`src/rtl/cache_pkg.sv`:
```
// cache_pkg: shared types and constants for the cache miss-fill sequencer.
//   fill_state_e : sequencer states IDLE -> FILL -> DONE -> IDLE
//   grant_e      : which cache owns the current fill (GNT_I / GNT_D)
//   MEM_LATENCY  : nominal memory read latency; the sequencer itself follows
//                  mem_data_valid, so this is a system characteristic only.
package cache_pkg;

    localparam int unsigned WORDS_PER_BLK = 8;
    localparam int unsigned WORD_W        = $clog2(WORDS_PER_BLK);
    localparam int unsigned BLK_OFFSET_W  = 4;
    localparam int unsigned MEM_LATENCY   = 4;

    typedef enum logic [1:0] {
        IDLE,
        FILL,
        DONE
    } fill_state_e;

    typedef enum logic {
        GNT_I,
        GNT_D
    } grant_e;

endpackage

```
`src/rtl/fill_arbiter.sv`:
```
// fill_arbiter: two-requester arbiter for the fill sequencer; registers the
// granted cache when the sequencer accepts a miss.
// Optional feature macro: CACHE_FILL_RR_EN
//   defined   -> round-robin tie-break (tie goes to the cache not served last)
//   undefined -> fixed priority, D-cache wins ties
// Ports:
//   clk, rst        clock (rising edge), asynchronous active-low reset
//   i_req_i/i_req_d I-cache / D-cache miss requests
//   i_grant_en      latch the current winner into the grant register
//   i_fill_done     (round-robin build only) a fill is completing this cycle
//   o_win           combinational winner (GNT_I=0 / GNT_D=1)
//   o_grant         registered grant for the fill in progress
module fill_arbiter
    import cache_pkg::*;
(
    input  logic clk,
    input  logic rst,
    input  logic i_req_i,
    input  logic i_req_d,
    input  logic i_grant_en,
`ifdef CACHE_FILL_RR_EN
    input  logic i_fill_done,
`endif
    output logic o_win,
    output logic o_grant
);

    grant_e r_grant;
    grant_e w_win;

`ifdef CACHE_FILL_RR_EN
    // Remembers who was served last; starts at I so the first tie goes to D.
    grant_e r_last;

    always_comb begin
        w_win = GNT_D;
        if (i_req_i && i_req_d) begin
            w_win = (r_last == GNT_I) ? GNT_D : GNT_I;
        end else if (i_req_i) begin
            w_win = GNT_I;
        end
    end

    always_ff @(posedge clk or negedge rst) begin
        if (!rst) begin
            r_last <= GNT_I;
        end else if (i_fill_done) begin
            r_last <= r_grant;
        end
    end
`else
    always_comb begin
        w_win = GNT_D;
        if (i_req_i && !i_req_d) begin
            w_win = GNT_I;
        end
    end
`endif

    always_ff @(posedge clk or negedge rst) begin
        if (!rst) begin
            r_grant <= GNT_I;
        end else if (i_grant_en) begin
            r_grant <= w_win;
        end
    end

    assign o_win   = w_win;
    assign o_grant = r_grant;

endmodule

```
`src/rtl/cache_fill_ctrl.sv`:
```
// cache_fill_ctrl: miss-handling sequencer shared by the I-cache and D-cache.
// Arbitrates simultaneous misses, issues 8 pipelined word reads to main memory,
// pulses the granted cache's Write_Data_Array strobe per returned word and the
// Write_Tag_Array strobe with the last word, and stalls the pipeline while busy.
// Optional feature macro: CACHE_FILL_RR_EN (round-robin tie-break in fill_arbiter).
// Ports:
//   clk, rst                   clock (rising edge), asynchronous active-low reset
//   icache_miss/icache_addr    I-cache miss and missing byte address
//   dcache_miss/dcache_addr    D-cache miss and missing byte address
//   mem_data_valid             memory returns one word this cycle
//   mem_en/mem_addr            memory read issue and address
//   icache_wr_data/_wr_tag     I-cache data/tag write strobes
//   dcache_wr_data/_wr_tag     D-cache data/tag write strobes
//   word_num                   word index of the word being written
//   fill_busy                  fill in progress (pipeline stall)
module cache_fill_ctrl
    import cache_pkg::*;
#(
    parameter int unsigned ADDR_W = 16
) (
    input  logic              clk,
    input  logic              rst,
    input  logic              icache_miss,
    input  logic [ADDR_W-1:0] icache_addr,
    input  logic              dcache_miss,
    input  logic [ADDR_W-1:0] dcache_addr,
    input  logic              mem_data_valid,
    output logic              mem_en,
    output logic [ADDR_W-1:0] mem_addr,
    output logic              icache_wr_data,
    output logic              icache_wr_tag,
    output logic              dcache_wr_data,
    output logic              dcache_wr_tag,
    output logic [WORD_W-1:0] word_num,
    output logic              fill_busy
);

    // Issue counter carries one extra bit so it can sit at 8 and stop issuing.
    localparam int unsigned       ISSUE_W  = WORD_W + 1;
    localparam logic [ADDR_W-1:0] BLK_MASK = ADDR_W'((1 << BLK_OFFSET_W) - 1);

    fill_state_e        r_state;
    fill_state_e        w_next;
    logic [ISSUE_W-1:0] r_issue_cnt;
    logic [WORD_W-1:0]  r_ret_cnt;
    logic [ADDR_W-1:0]  r_base;
    logic [ADDR_W-1:0]  w_win_addr;
    logic               w_win;
    logic               w_grant;
    logic               w_grant_en;
    logic               w_issue;

    fill_arbiter u_arb (
        .clk        (clk),
        .rst        (rst),
        .i_req_i    (icache_miss),
        .i_req_d    (dcache_miss),
        .i_grant_en (w_grant_en),
`ifdef CACHE_FILL_RR_EN
        .i_fill_done(r_state == DONE),
`endif
        .o_win      (w_win),
        .o_grant    (w_grant)
    );

    assign w_win_addr = (w_win == GNT_D) ? dcache_addr : icache_addr;
    assign word_num   = r_ret_cnt;

    always_comb begin
        w_next         = r_state;
        w_grant_en     = 1'b0;
        w_issue        = 1'b0;
        mem_en         = 1'b0;
        mem_addr       = '0;
        icache_wr_data = 1'b0;
        icache_wr_tag  = 1'b0;
        dcache_wr_data = 1'b0;
        dcache_wr_tag  = 1'b0;
        fill_busy      = 1'b0;
        case (r_state)
            IDLE: begin
                // Stall is combinational from the miss, but forced low in reset.
                fill_busy = rst && (icache_miss || dcache_miss);
                if (icache_miss || dcache_miss) begin
                    w_grant_en = 1'b1;
                    w_next     = FILL;
                end
            end
            FILL: begin
                fill_busy = 1'b1;
                w_issue   = !r_issue_cnt[ISSUE_W-1];
                mem_en    = w_issue;
                if (w_issue) begin
                    mem_addr = r_base | ADDR_W'({r_issue_cnt[WORD_W-1:0], 1'b0});
                end
                if (mem_data_valid) begin
                    if (w_grant == GNT_D) begin
                        dcache_wr_data = 1'b1;
                    end else begin
                        icache_wr_data = 1'b1;
                    end
                    if (r_ret_cnt == WORD_W'(WORDS_PER_BLK - 1)) begin
                        if (w_grant == GNT_D) begin
                            dcache_wr_tag = 1'b1;
                        end else begin
                            icache_wr_tag = 1'b1;
                        end
                        w_next = DONE;
                    end
                end
            end
            DONE: begin
                fill_busy = 1'b1;
                w_next    = IDLE;
            end
            default: w_next = IDLE;
        endcase
    end

    // Return counter wraps to 0 on the 8th word, so word_num reads 0 outside a fill.
    always_ff @(posedge clk or negedge rst) begin
        if (!rst) begin
            r_state     <= IDLE;
            r_issue_cnt <= '0;
            r_ret_cnt   <= '0;
            r_base      <= '0;
        end else begin
            r_state <= w_next;
            if (w_grant_en) begin
                r_base      <= w_win_addr & ~BLK_MASK;
                r_issue_cnt <= '0;
                r_ret_cnt   <= '0;
            end else if (r_state == FILL) begin
                if (w_issue) begin
                    r_issue_cnt <= r_issue_cnt + ISSUE_W'(1);
                end
                if (mem_data_valid) begin
                    r_ret_cnt <= r_ret_cnt + WORD_W'(1);
                end
            end
        end
    end

endmodule

```
`config.mk`:
```
export PLATFORM = sky130hd
export DESIGN_NAME = cache_fill_ctrl
export DESIGN_NICKNAME = d
export VERILOG_FILES = /design/src/rtl/cache_pkg.sv /design/src/rtl/fill_arbiter.sv /design/src/rtl/cache_fill_ctrl.sv
export SDC_FILE = /design/constraint.sdc
export NUM_CORES = 1
export LEC_CHECK = 0
export CAP_MARGIN = 20
export CORE_AREA = 2 2 60 62
export CTS_CLUSTER_SIZE = 20
export DETAILED_ROUTE_END_ITERATION = 6
export DIE_AREA = 0 0 62 64
export MAX_ROUTING_LAYER = met4
export PLACE_DENSITY = 0.88
export SLEW_MARGIN = 15
export SYNTH_ARGS = -nofsm -noshare
export SYNTH_HDL_FRONTEND = slang
export SYNTH_SLANG_ARGS = --single-unit
```
`constraint.sdc`:
```
create_clock -name clk -period 2.2 [get_ports clk]
set_input_delay 0.44 -clock clk [delete_from_list [all_inputs] [get_ports clk]]
set_output_delay 0.44 -clock clk [all_outputs]
set_load 0.03 [all_outputs]
```
==> summary.md <==
| Metric | Value |
|---|---|
| First-pass GRT wire length | 4630 um |
| Initial core utilization | about two fifths |
| Gate power share | about 60% |
| Sequential area share after synthesis | ~43% |
| # port buffers | between 50 and 60 |
| Routed length per instance | between 10 and 15 um |
| Endpoints failing hold | 0 |
| Reg2Reg Depth | 5 |
| Max-Cap Viols | 0 |
| DP HPWL | roughly 2200 um |
| ANT nets after route | 0 |
| RSZ-0062 raised after global routing | false |
| Clock Tree Root | clkbuf_4 |
| Synthesis Warnings | 0 |
| Synth top area cells | dfrtp_1 43%, mux2i_1 10%, and2_1 7.3%, ha_1 6.8%, nand2_1 4.7% |
| Fmax | about 490 MHz |
| DR DRC count | 0 |
| Post-synthesis register bit count | 22 |
| IO Pins | 62 |
| Async SR Flop Fraction | 100% |
| Reg power frac | between 30% and 40% |
| Syn Std Cell Area | roughly 1300 um^2 |
| Area share of the largest cell type after synthesis | between 40% and 50% |
| GRT Overall Usage | between 15 and 20% |
| Via count | 1107 |
| Max Clock Skew | 0.00168 ns |
| Worst endpoint required time | approximately 1.8 ns |
| Starting DRT DRC Count | 32 |
| P&R area growth vs syn | 44.4% |
| Layout cells sized above 1 | 21.4% |
| Num CTS Buffers | 3 |
| CTS tree | yes |
| Die W | around 62 um |
| # clock sinks | 22 |
| Switching pwr | 0.000935 W |
| Syn Area/Cell | approximately 10 um^2 |
| Drt total wl | ~2800 um |
| Flop-to-flop setup slack | about 0.56 ns |
| Final setup viols | 0 |
| Die area | ~4000 um^2 |
| H-tree levels | 1 |
| CTS max path bufs | 2 |
| Layout Utilization | 56.5% |
| Worst Hold Depth | 2 |
| Netlist cell types | 35 |
| Core area | 3280 um^2 |
| Fin crit period | approximately 2.1 ns |
| Die H | between 60 and 70 um |
| Vias in the first global route | approximately 1100 |
| Leakage power | 0.936 nW |
| Ys flop type | dfrtp_1 |
| Antenna cells | 0 |
| Critical path class | reg -> out |
| Post-synth EDFFs | 0 |
| Setup TNS | 0 ns |
| Critical Path Fanout Max | 6 |
| Slew Limit Fails | 0 |
| TritonRoute pass-1 iters | 4 |
| Vias per std cell | around 4.8 |
| CTS clk-pin slew, worst paths | 0.11 ns |
| Total grt overflow | 0 |
| Cells after Synth | about 130 |
| CP endpoint kind | primary output |
| Pwr Density | around 1100 nW/um^2 |
| HP Class | reg -> reg |
| Synth area leader | dfrtp_1 |
| Outcome | finished clean |
| Worst skew pair latency | 0.30 ns |
| Startpoint Class | register |
| # Post-CTS Setup Buffers | 0 |
| Power Internal | between 0.001 and 0.0015 W |
| Initial antenna violation count | 0 |
| Period utilization | about 93% |
| CP arrival | 1.62 ns |
| Largest net degree at the start of global routing | 25 |
| Post-Syn Nets | around 170 |
| Switching Fraction | roughly 44% |
| Num rows | 21 |
| Final #Nets | roughly 230 |
| Max VDD drop | 0.541 mV |
| GP Congestion | roughly 0.77 |
| Clock power share | under 10% |
[critical path: stages, from the launching register on]
cell     delay [ns]
dfrtp_1        0.41
inv_1          0.10
ha_2           0.24
nand2_1        0.15
nor3b_1        0.22
buf_4          0.19
[sequential cells by signal, summed over array words and instances (netlist names)]
name	count
u_arb.o_grant	1
r_state	2
r_issue_cnt	4
r_base	12
word_num	3
[cells by family after synthesis]
family                   share of synthesized area [%]
XOR/XNOR                                          2.05
flip-flops                                        42.8
adder cells (fa/ha/maj)                           6.82
buffers and inverters                             4.38
other                                            0.292
AND/OR/NAND/NOR                                   22.5
multiplexers                                      11.0
AO/OA/AOI/OAI                                     10.1
[cell type report]
cell class	count	area [um^2]
fillers	292	1430
well taps	46	57.6
clock buffers	3	22.5
flip-flops and latches	22	551
repair buffers	61	534
inverters	2	7.51
multi-input cells	99	683
[synthesized netlist by cell type (3+ instances only)]
library cell and count:
o21ai_1 10, dfrtp_1 22, nand2_1 16, xor2_1 3, nor2_1 7, and2_1 15
a21oi_1 3, ha_1 7, mux2i_1 13
[layout by cell type, fill, tap and decap left out, types with 6 or more instances in the layout]
master and count:
mux2i_1 13, buf_4 28, dfrtp_1 22, ha_1 6
nand2_1 16, o21ai_1 10, nor2_1 7, and2_1 15
clkdlybuf4s50_1 31
[worst paths after layout]
| kind | startpoint | endpoint |
|---|---|---|
| worst max-delay path | r_state[1] | icache_wr_tag |
| worst min-delay path | r_base[8] | r_base[8] |
| worst max register to register | r_state[0] | r_state[1] |
| worst min register to register | r_base[8] | r_base[8] |
| max in group asynchronous | rst | r_base[7] |
| min in group asynchronous | rst | r_issue_cnt[1] |
[through the flow]
step                area, um^2  setup WS [ns]  total power, W  hold slack [ns]  std cells
global placement          1830          0.169         0.00191            0.453        230
global route              1860         0.0402         0.00227            0.511        233
detailed placement        1830          0.150         0.00195            0.464        230
CTS                       1860         0.0263         0.00212            0.489        233
finish                    1860          0.144         0.00210            0.484        233
floorplan                 1280          0.134         0.00148            0.144        129
[metal layers]
metal  vias up  routed length, um  global-route usage, %
met5         -                  0                      -
met4         0                106                   9.04
met3        11                 71                  0.810
met2        29               1480                   25.9
met1       515               1140                   18.1
li1        552                  -                      -
[power groups by stage]
stage	logic (W)	clock network [W]	registers (W)
after global placement	0.00124	0	0.000670
after CTS	0.00126	0.000187	0.000670
after global routing	0.00137	0.000200	0.000692
final	0.00125	0.000179	0.000670
after detailed placement	0.00127	0	0.000678
after floorplan	0.000795	0	0.000684
[repair_timing]
| item | 4_1_cts | 5_1_grt |
|---|---|---|
| endpoints found under the setup margin | 16 | 16 |
| hold buffers | 0 | 0 |
| hold endpoints to repair | 0 | 0 |
| gates resized for setup | 3 | 4 |
| cloned | 0 | 0 |
| pin swaps | 0 | 0 |
Note: power is estimated with default switching activity, not from simulation.
